[src/rtl/ex_mem_skid_if.sv]
// ex_mem_skid_if
//   Handshake and payload bundle between the EX stage, the EX/MEM skid
//   register and the MEM stage.
//   EX side   : In_Valid, In_Ready, WB_EX, MEM_EX, WN_EX, RD2_EX, DataOut_EX
//   MEM side  : Out_Valid, Out_Ready, WB_MEM, MEM_MEM, WN_MEM, RD2_MEM,
//               DataOut_MEM
//   Status    : Occupancy (entries held, 0..2)
//   master modport = the environment around the register (EX and MEM),
//   slave modport  = the register itself.
interface ex_mem_skid_if #(
    parameter int WB_W   = 2,
    parameter int MEM_W  = 2,
    parameter int WN_W   = 5,
    parameter int DATA_W = 32
);
    logic              In_Valid;
    logic              In_Ready;
    logic [WB_W-1:0]   WB_EX;
    logic [MEM_W-1:0]  MEM_EX;
    logic [WN_W-1:0]   WN_EX;
    logic [DATA_W-1:0] RD2_EX;
    logic [DATA_W-1:0] DataOut_EX;

    logic              Out_Valid;
    logic              Out_Ready;
    logic [WB_W-1:0]   WB_MEM;
    logic [MEM_W-1:0]  MEM_MEM;
    logic [WN_W-1:0]   WN_MEM;
    logic [DATA_W-1:0] RD2_MEM;
    logic [DATA_W-1:0] DataOut_MEM;

    logic [1:0]        Occupancy;

    modport master (
        output In_Valid, WB_EX, MEM_EX, WN_EX, RD2_EX, DataOut_EX, Out_Ready,
        input  In_Ready, Out_Valid, WB_MEM, MEM_MEM, WN_MEM, RD2_MEM,
               DataOut_MEM, Occupancy
    );

    modport slave (
        input  In_Valid, WB_EX, MEM_EX, WN_EX, RD2_EX, DataOut_EX, Out_Ready,
        output In_Ready, Out_Valid, WB_MEM, MEM_MEM, WN_MEM, RD2_MEM,
               DataOut_MEM, Occupancy
    );
endinterface

[src/rtl/ex_mem_skid_reg.sv]
// ex_mem_skid_reg
//   EX->MEM pipeline register with valid/ready flow control, a 2-entry skid
//   buffer and a synchronous flush that injects a bubble.
//   Ports:
//     Clk   - clock, rising edge
//     Rst   - synchronous reset, active-high (priority over Flush)
//     Flush - synchronous flush, active-high; drops both entries and any
//             same-cycle push
//     bus   - ex_mem_skid_if slave: EX-side valid/ready + payload in,
//             MEM-side valid/ready + payload out, Occupancy
//
//   state | meaning
//   ------+-----------------------------------------------
//   EMPTY | nothing held, Out_Valid=0
//   ONE   | main register holds the head entry
//   FULL  | main holds the head, skid holds the next entry
module ex_mem_skid_reg #(
    parameter int WB_W   = 2,
    parameter int MEM_W  = 2,
    parameter int WN_W   = 5,
    parameter int DATA_W = 32
) (
    input  logic          Clk,
    input  logic          Rst,
    input  logic          Flush,
    ex_mem_skid_if.slave  bus
);
    localparam int PW      = WB_W + MEM_W + WN_W + 2 * DATA_W;
    localparam int OFF_RD2 = DATA_W;
    localparam int OFF_WN  = 2 * DATA_W;
    localparam int OFF_MEM = OFF_WN + WN_W;
    localparam int OFF_WB  = OFF_MEM + MEM_W;

    // Encoding doubles as the Occupancy count.
    localparam logic [1:0] EMPTY = 2'd0;
    localparam logic [1:0] ONE   = 2'd1;
    localparam logic [1:0] FULL  = 2'd2;

    logic [1:0]    state;
    logic [PW-1:0] main_q;
    logic [PW-1:0] skid_q;
    logic [PW-1:0] in_pl;
    logic          push;
    logic          pop;
    logic          out_valid;

    assign in_pl = {bus.WB_EX, bus.MEM_EX, bus.WN_EX, bus.RD2_EX, bus.DataOut_EX};

    // In_Ready comes from the state register only, so MEM's Out_Ready
    // never reaches EX combinationally; the skid entry absorbs the cycle
    // of slack this costs.
    assign bus.In_Ready = (state != FULL);
    assign out_valid    = (state != EMPTY);
    assign bus.Out_Valid = out_valid;
    assign bus.Occupancy = state;

    assign push = bus.In_Valid & (state != FULL);
    assign pop  = out_valid & bus.Out_Ready;

    always_ff @(posedge Clk) begin
        if (Rst || Flush) begin
            // A pop in a flush cycle needs no action: MEM already took it.
            state  <= EMPTY;
            main_q <= '0;
            skid_q <= '0;
        end else begin
            case (state)
                EMPTY: begin
                    if (push) begin
                        main_q <= in_pl;
                        state  <= ONE;
                    end
                end
                ONE: begin
                    if (push && pop) begin
                        main_q <= in_pl;
                    end else if (push) begin
                        skid_q <= in_pl;
                        state  <= FULL;
                    end else if (pop) begin
                        state  <= EMPTY;
                    end
                end
                FULL: begin
                    if (pop) begin
                        main_q <= skid_q;
                        state  <= ONE;
                    end
                end
                default: state <= EMPTY;
            endcase
        end
    end

    // Control fields are gated so a bubble can never write back or touch
    // memory; the data fields keep their last value.
    assign bus.WB_MEM      = out_valid ? main_q[OFF_WB +: WB_W]   : '0;
    assign bus.MEM_MEM     = out_valid ? main_q[OFF_MEM +: MEM_W] : '0;
    assign bus.WN_MEM      = main_q[OFF_WN +: WN_W];
    assign bus.RD2_MEM     = main_q[OFF_RD2 +: DATA_W];
    assign bus.DataOut_MEM = main_q[0 +: DATA_W];
endmodule

[src/flat_wrapper.sv]
// flat-port wrapper written by rule: the top's interface ports become plain ports
module ex_mem_skid_reg_flat 
#(
    parameter int WB_W   = 2,
    parameter int MEM_W  = 2,
    parameter int WN_W   = 5,
    parameter int DATA_W = 32
)
  (Clk, Rst, Flush, bus_In_Valid, bus_WB_EX, bus_MEM_EX, bus_WN_EX, bus_RD2_EX, bus_DataOut_EX, bus_Out_Ready, bus_In_Ready, bus_Out_Valid, bus_WB_MEM, bus_MEM_MEM, bus_WN_MEM, bus_RD2_MEM, bus_DataOut_MEM, bus_Occupancy);
  ex_mem_skid_if #(.WB_W(WB_W), .MEM_W(MEM_W), .WN_W(WN_W), .DATA_W(DATA_W)) bus_i ();
  input  logic Clk;
  input  logic Rst;
  input  logic Flush;
  input wire logic [$bits(bus_i.In_Valid)-1:0] bus_In_Valid;
  input wire logic [$bits(bus_i.WB_EX)-1:0] bus_WB_EX;
  input wire logic [$bits(bus_i.MEM_EX)-1:0] bus_MEM_EX;
  input wire logic [$bits(bus_i.WN_EX)-1:0] bus_WN_EX;
  input wire logic [$bits(bus_i.RD2_EX)-1:0] bus_RD2_EX;
  input wire logic [$bits(bus_i.DataOut_EX)-1:0] bus_DataOut_EX;
  input wire logic [$bits(bus_i.Out_Ready)-1:0] bus_Out_Ready;
  output wire logic [$bits(bus_i.In_Ready)-1:0] bus_In_Ready;
  output wire logic [$bits(bus_i.Out_Valid)-1:0] bus_Out_Valid;
  output wire logic [$bits(bus_i.WB_MEM)-1:0] bus_WB_MEM;
  output wire logic [$bits(bus_i.MEM_MEM)-1:0] bus_MEM_MEM;
  output wire logic [$bits(bus_i.WN_MEM)-1:0] bus_WN_MEM;
  output wire logic [$bits(bus_i.RD2_MEM)-1:0] bus_RD2_MEM;
  output wire logic [$bits(bus_i.DataOut_MEM)-1:0] bus_DataOut_MEM;
  output wire logic [$bits(bus_i.Occupancy)-1:0] bus_Occupancy;
  assign bus_i.In_Valid = bus_In_Valid;
  assign bus_i.WB_EX = bus_WB_EX;
  assign bus_i.MEM_EX = bus_MEM_EX;
  assign bus_i.WN_EX = bus_WN_EX;
  assign bus_i.RD2_EX = bus_RD2_EX;
  assign bus_i.DataOut_EX = bus_DataOut_EX;
  assign bus_i.Out_Ready = bus_Out_Ready;
  assign bus_In_Ready = bus_i.In_Ready;
  assign bus_Out_Valid = bus_i.Out_Valid;
  assign bus_WB_MEM = bus_i.WB_MEM;
  assign bus_MEM_MEM = bus_i.MEM_MEM;
  assign bus_WN_MEM = bus_i.WN_MEM;
  assign bus_RD2_MEM = bus_i.RD2_MEM;
  assign bus_DataOut_MEM = bus_i.DataOut_MEM;
  assign bus_Occupancy = bus_i.Occupancy;
  ex_mem_skid_reg #(.WB_W(WB_W), .MEM_W(MEM_W), .WN_W(WN_W), .DATA_W(DATA_W)) u_core (.Clk(Clk), .Rst(Rst), .Flush(Flush), .bus(bus_i));
endmodule
[config.mk]
export PLATFORM = sky130hd
export DESIGN_NAME = ex_mem_skid_reg_flat
export DESIGN_NICKNAME = d
export VERILOG_FILES = /design/src/rtl/ex_mem_skid_if.sv /design/src/rtl/ex_mem_skid_reg.sv /design/src/flat_wrapper.sv
export SDC_FILE = /design/constraint.sdc
export NUM_CORES = 1
export LEC_CHECK = 0
export CORE_UTILIZATION = 30
export CTS_BUF_LIST = sky130_fd_sc_hd__clkbuf_16
export DETAILED_ROUTE_END_ITERATION = 8
export GPL_ROUTABILITY_DRIVEN = 0
export PLACE_DENSITY = 0.54
export RECOVER_POWER = 25
export SYNTH_ARGS = -nofsm -noshare
export SYNTH_HDL_FRONTEND = slang
export SYNTH_SLANG_ARGS = --single-unit
[constraint.sdc]
create_clock -name Clk -period 1.3 [get_ports Clk]
set_input_delay 0.26 -clock Clk [delete_from_list [all_inputs] [get_ports Clk]]
set_output_delay 0.26 -clock Clk [all_outputs]
set_load 0.01 [all_outputs]
## Word level (Yosys, flattened, before mapping)

Index checks and enable logic that the tools add are counted.

- Flip-flop bits (word level): 148
- Bits in latches: 0
- Bits in writable memories: 0
- Bits in read-only memories: 0
- Input port bits: 78
- Output and inout bits: 77
- Memories kept: 0

- $add $sub $neg: 0
- $mul: 0
- Divide/modulo/power cells: 0
- $lt $le $gt $ge: 0
- Equality and inequality tests: 8
- Shifts and indexed selects: 0
- Mux-type cells: 12
- Bitwise gates (word level): 3
- Reduce and logical (&&, ||, !) cells: 8

Operators by type and width:

| operator | number |
|---|---|
| $mux W73 | 3 |
| $pmux W73 S3 | 1 |
| $mux W2 | 7 |
| $reduce_and A4 Y1 | 2 |
| $ne A2 B1 Y1 const B | 3 |
| $pmux W2 S3 | 1 |
| $ne A2 B2 Y1 const B | 2 |
| $ne A3 B1 Y1 const B | 1 |
| $reduce_and A3 Y1 | 1 |
| $reduce_bool A3 Y1 | 1 |
| $and A1 B1 Y1 | 2 |
| $eq A2 B1 Y1 const B | 1 |
| $eq A2 B2 Y1 const B | 1 |
| $logic_not A2 Y1 | 1 |
| $reduce_bool A2 Y1 | 1 |
| $logic_and A1 B1 Y1 | 1 |
| $logic_or A1 B1 Y1 | 1 |
| $not A1 Y1 | 1 |

## Depth between registers and ports, before layout

- Word-level depth: 6
- Mapped depth: 6

## Worst setup path before layout

No wires, ideal clock.

- Path kind: register to register
- From: register u_core.state[0] (netlist: u_core.bus.Occupancy[0])
- To: register u_core.main_q[10]
- Library setup time: 0.140 ns
- Data arrival time: 1.288 ns
- Required time: 1.160 ns
- Slack: -0.128 ns
- Cell stages (with the launch flop): 6
- Clock period less this slack: 1.428 ns
- Path through: dfxtp_1 > and3b_1 > buf_2 > buf_2 > a211oi_1 > a211oi_2

- Longest elaborated chain between the ends: 5
- Elaborated cells between the ends (all ways): 14

Ends and longest elaborated chain:

| item | RTL line | text |
|---|---|---|
| from (decl) | ex_mem_skid_reg.sv:39 | `logic [1:0] state;` |
| from (signal assigned) | ex_mem_skid_reg.sv:63 | `state <= EMPTY;` |
| from (signal assigned) | ex_mem_skid_reg.sv:71 | `state <= ONE;` |
| from (signal assigned) | ex_mem_skid_reg.sv:79 | `state <= FULL;` |
| $ne A2 B2 Y1 / $reduce_bool A2 Y1 (equally long branches) | ex_mem_skid_reg.sv:57, ex_mem_skid_reg.sv:53 |  |
| $and A1 B1 Y1, on equally long branches | ex_mem_skid_reg.sv:57, ex_mem_skid_reg.sv:58 |  |
| $logic_and A1 B1 Y1 | ex_mem_skid_reg.sv:75 | `if (push && pop) begin` |
| $ne A2 B1 Y1 (no source line) | n/a |  |
| $reduce_and A4 Y1 (no source line) | n/a |  |
| to (signal assigned) | ex_mem_skid_reg.sv:70 | `main_q <= in_pl;` |
| to (signal assigned) | ex_mem_skid_reg.sv:76 | `main_q <= in_pl;` |
| to (signal assigned) | ex_mem_skid_reg.sv:86 | `main_q <= skid_q;` |
| to (decl) | ex_mem_skid_reg.sv:40 | `logic [PW-1:0] main_q;` |

Parallel ways exist; a longest one is shown, timed or not.
A chain may end at the register's enable or synchronous reset.

## Final worst setup path

- From: register u_core.state[1] (netlist: u_core.bus.Occupancy[1])
- To: register u_core.skid_q[3]

- Longest elaborated chain between the ends: 5
- Elaborated cells between the ends (all ways): 8

Ends and longest elaborated chain:

| item | RTL line | text |
|---|---|---|
| $ne A2 B2 Y1 / $reduce_bool A2 Y1 (equally long branches) | ex_mem_skid_reg.sv:57, ex_mem_skid_reg.sv:53 |  |
| $and A1 B1 Y1, on equally long branches | ex_mem_skid_reg.sv:57, ex_mem_skid_reg.sv:58 |  |
| $logic_and A1 B1 Y1 | ex_mem_skid_reg.sv:75 |  |
| $not A1 Y1 (no source line) | n/a |  |
| $reduce_and A3 Y1 (no source line) (*) | n/a |  |
| to (signal assigned) | ex_mem_skid_reg.sv:78 | `skid_q <= in_pl;` |
| to (decl) | ex_mem_skid_reg.sv:41 | `logic [PW-1:0] skid_q;` |

Every way passes the cells marked *; elsewhere a longest branch is shown, timed or not.

==> results_dict.tcl <==
set metrics [dict create \
    finClkSkew_ns 0.008028 \
    status "finished with violations" \
    synth_nets 829 \
    timing.fmax_mhz 638.1 \
    final_area_um2 10360 \
    final_cells 1157 \
    relSlewSlack 0.7658 \
    r2r_cells 8 \
    tightest_slew_ns 0.3512 \
    crit_path_max_fanout 8 \
    final_nets 942 \
    synth_area_per_cell_um2 9.147 \
    cts_buffers 17 \
    violations "negative setup slack" \
    startpoint_type "flop" \
    n_fill_cell 2125 \
    drt_wl_total_um 22690 \
    die_h_um 153.3 \
    vias_per_cell 5.025 \
    arrival_ns 1.92 \
    rows 54 \
    grt_antenna_before_repair 0 \
    synth_cell_type_count 24 \
    crit_type "flop to flop" \
    fin_ws_ns -0.2671 \
    maxUsedRoutingLayer "met4" \
    fin_util 0.4673 \
    place.port_buffers 154 \
    post_dp_cell_area_um2 8424 \
    yosysTopAreaCellShare 0.4313 \
    regArea_um2 2988 \
    end_kind "flop" \
    cts_hold_buf 0 \
    start_util 0.3100 \
    met1_length_um 10310 \
    peakVddDrop_v 0.0007485 \
    grt_max_degree 59 \
    cts_tree "done" \
    met3_length_um 789 \
    clockRootBuffer "clkbuf_16" \
    drcViolationCount 0 \
    place_inst 1084 \
    multi_input_area_um2 3691 \
    synth_area_leaders "dfxtp_1, a211oi_1, mux2i_1" \
    setup_viol 154 \
    grt_pass1_vias 5773 \
    wl_met2_um 11330 \
    dieArea_um2 23510 \
    synth-seq-cells 148 \
    clk_pin_slew_ns 0.06 \
    synth_top_cell_by_area "dfxtp_1" \
    hold_class "primary input to flop" \
    grt_use_total 0.1889 \
    p_per_area_nw_per_um2 1076 \
    rsz0062_at_grt "true" \
    vias 5814 \
    synth_area_um2 6869 \
    die_w_um 153.3 \
    hpwl_um 11700 \
    cap_violations 0 \
    layout-drive-gt1-share 0.4002 \
    drv_slew 0 \
    grt_overflow_total 0 \
    wl_per_cell_um 19.61 \
    finalHoldViolations 0 \
    synthCells 751 \
    cp.required_ns 1.65 \
    fin_crit_sh 1.205 \
    yosysWarnings 0 \
    fin_crit_ns 1.567 \
    core_area_um2 22160 \
    power_leakage_uw 0.003975 \
    area_growth_pct 50.77 \
    ys_seq_area_frac 0.4313 \
    grt_pass1_wl_um 33910 \
    htreeDepth 4 \
    io_pins 155 \
    first_iter_violations 219 \
    antenna_cells 0 \
    clockBufferDepth 2 \
    clkSinkCount 148 \
    power.total_uw 11140 \
    ant_nets 0 \
    insertion_delay_ns 0.42 \
    hold-path-cell-count 3 \
    dr.pass1.iters 6 \
]
==> flip-flops by register name, summed over array words and instances, names as in the netlist <==
register and flops:
u_core.bus.Occupancy 2, u_core.main_q 73, u_core.skid_q 73
==> cell families after synthesis <==
kind of cell | Yosys count | synth area share
AND/OR/NAND/NOR | 162 | 0.09526
AO/OA/AOI/OAI | 224 | 0.2257
multiplexers | 73 | 0.1064
buffers and inverters | 144 | 0.1413
flip-flops | 148 | 0.4313
==> routing by layer <==
metal  vias to the layer above  global-route usage
met4                         0             0.04906
met5                         -                   0
met2                       128              0.3220
met1                      2829              0.2390
li1                       2837                   -
met3                        20             0.04281
==> through the flow <==
stage               setup TNS [ns]  hold WS [ns]  worst slack (ns)
detailed placement          -73.80        0.4444           -0.5379
global route                -37.84        0.4136           -0.3182
floorplan                  -0.1639        0.3310          -0.02286
finish                      -29.55        0.4175           -0.2671
global placement            -68.96        0.4402           -0.5065
CTS                         -29.06        0.3992           -0.2430
==> worst max-delay path, cell delays in order, from the launching register on <==
cell	delay, ns
dfxtp_4	0.36
buf_8	0.14
nor4bb_4	0.25
buf_4	0.19
buf_6	0.13
buf_12	0.11
buf_12	0.13
nand2_2	0.06
a21oi_2	0.12
==> cells in the final DEF (no fill, tap or decap), types with 2 or more instances in the layout <==
master and n:
clkdlybuf4s15_2 18, buf_4 11, clkbuf_16 21, clkdlybuf4s15_1 8, nand2_2 20, mux2i_2 16
inv_4 2, buf_6 26, clkbuf_1 13, nor2b_4 4, dfxtp_1 132, a21oi_1 30
dfxtp_4 2, nand2_4 11, mux2i_1 52, a211oi_1 91, buf_8 10, clkbuf_2 28
clkdlybuf4s50_1 77, a211oi_2 55, dfxtp_2 14, nand2_1 117, bufbuf_16 2, buf_16 9
a21oi_2 44, nand2b_4 2, clkinv_2 5, mux2i_4 5, clkinv_1 2, buf_2 3
buf_12 28, clkinvlp_4 3, bufinv_16 2
==> synthesized netlist by cell type <==
library cell,instances
buf_12,6
o21bai_2,1
nor2b_1,5
nor2_1,1
nand2_1,148
dfxtp_1,148
and2_1,1
nand2b_1,2
inv_1,1
a21o_1,2
mux2i_1,73
or2_1,1
buf_4,72
clkbuf_1,20
nand4bb_1,1
buf_6,2
a211oi_1,137
buf_1,5
buf_2,38
a211oi_2,10
or3b_1,1
a21oi_1,74
nor4bb_1,1
and3b_1,1
==> what timing repair did <==
| item | 4_1_cts | 5_1_grt |
|---|---|---|
| resized for setup | 298 | 203 |
| cloned | 19 | 6 |
| pin swaps | 33 | 56 |
| setup endpoints to repair | 224 | 215 |
| buffers inserted | 22 | 6 |
==> path summary, 6_finish.rpt <==
path	startpoint	to	slack [ns]
min reg2reg	u_core.skid_q[21]	u_core.skid_q[21]	0.45
max	u_core.bus.Occupancy[1]	u_core.skid_q[3]	-0.27
min	bus_RD2_EX[31]	u_core.skid_q[63]	0.42
max reg2reg	u_core.bus.Occupancy[1]	u_core.skid_q[3]	-0.27
==> area by class of cell <==
type	instances	share of cell area
Inverter	1	0.0006041
Multi-Input combinational cell	459	0.3564
Clock inverter	15	0.01341
Tap cell	280	0.03383
Sequential cell	148	0.2885
Timing Repair Buffer	237	0.2662
Clock buffer	17	0.04108
==> power by group <==
group	total [uW]	leakage, uW	switching, uW	internal (uW)
registers	4740	0.00121	77.6	4660
clock network	4820	0.000274	2020	2800
logic	1580	0.00249	772	809
(Power assumes the default switching activity.)
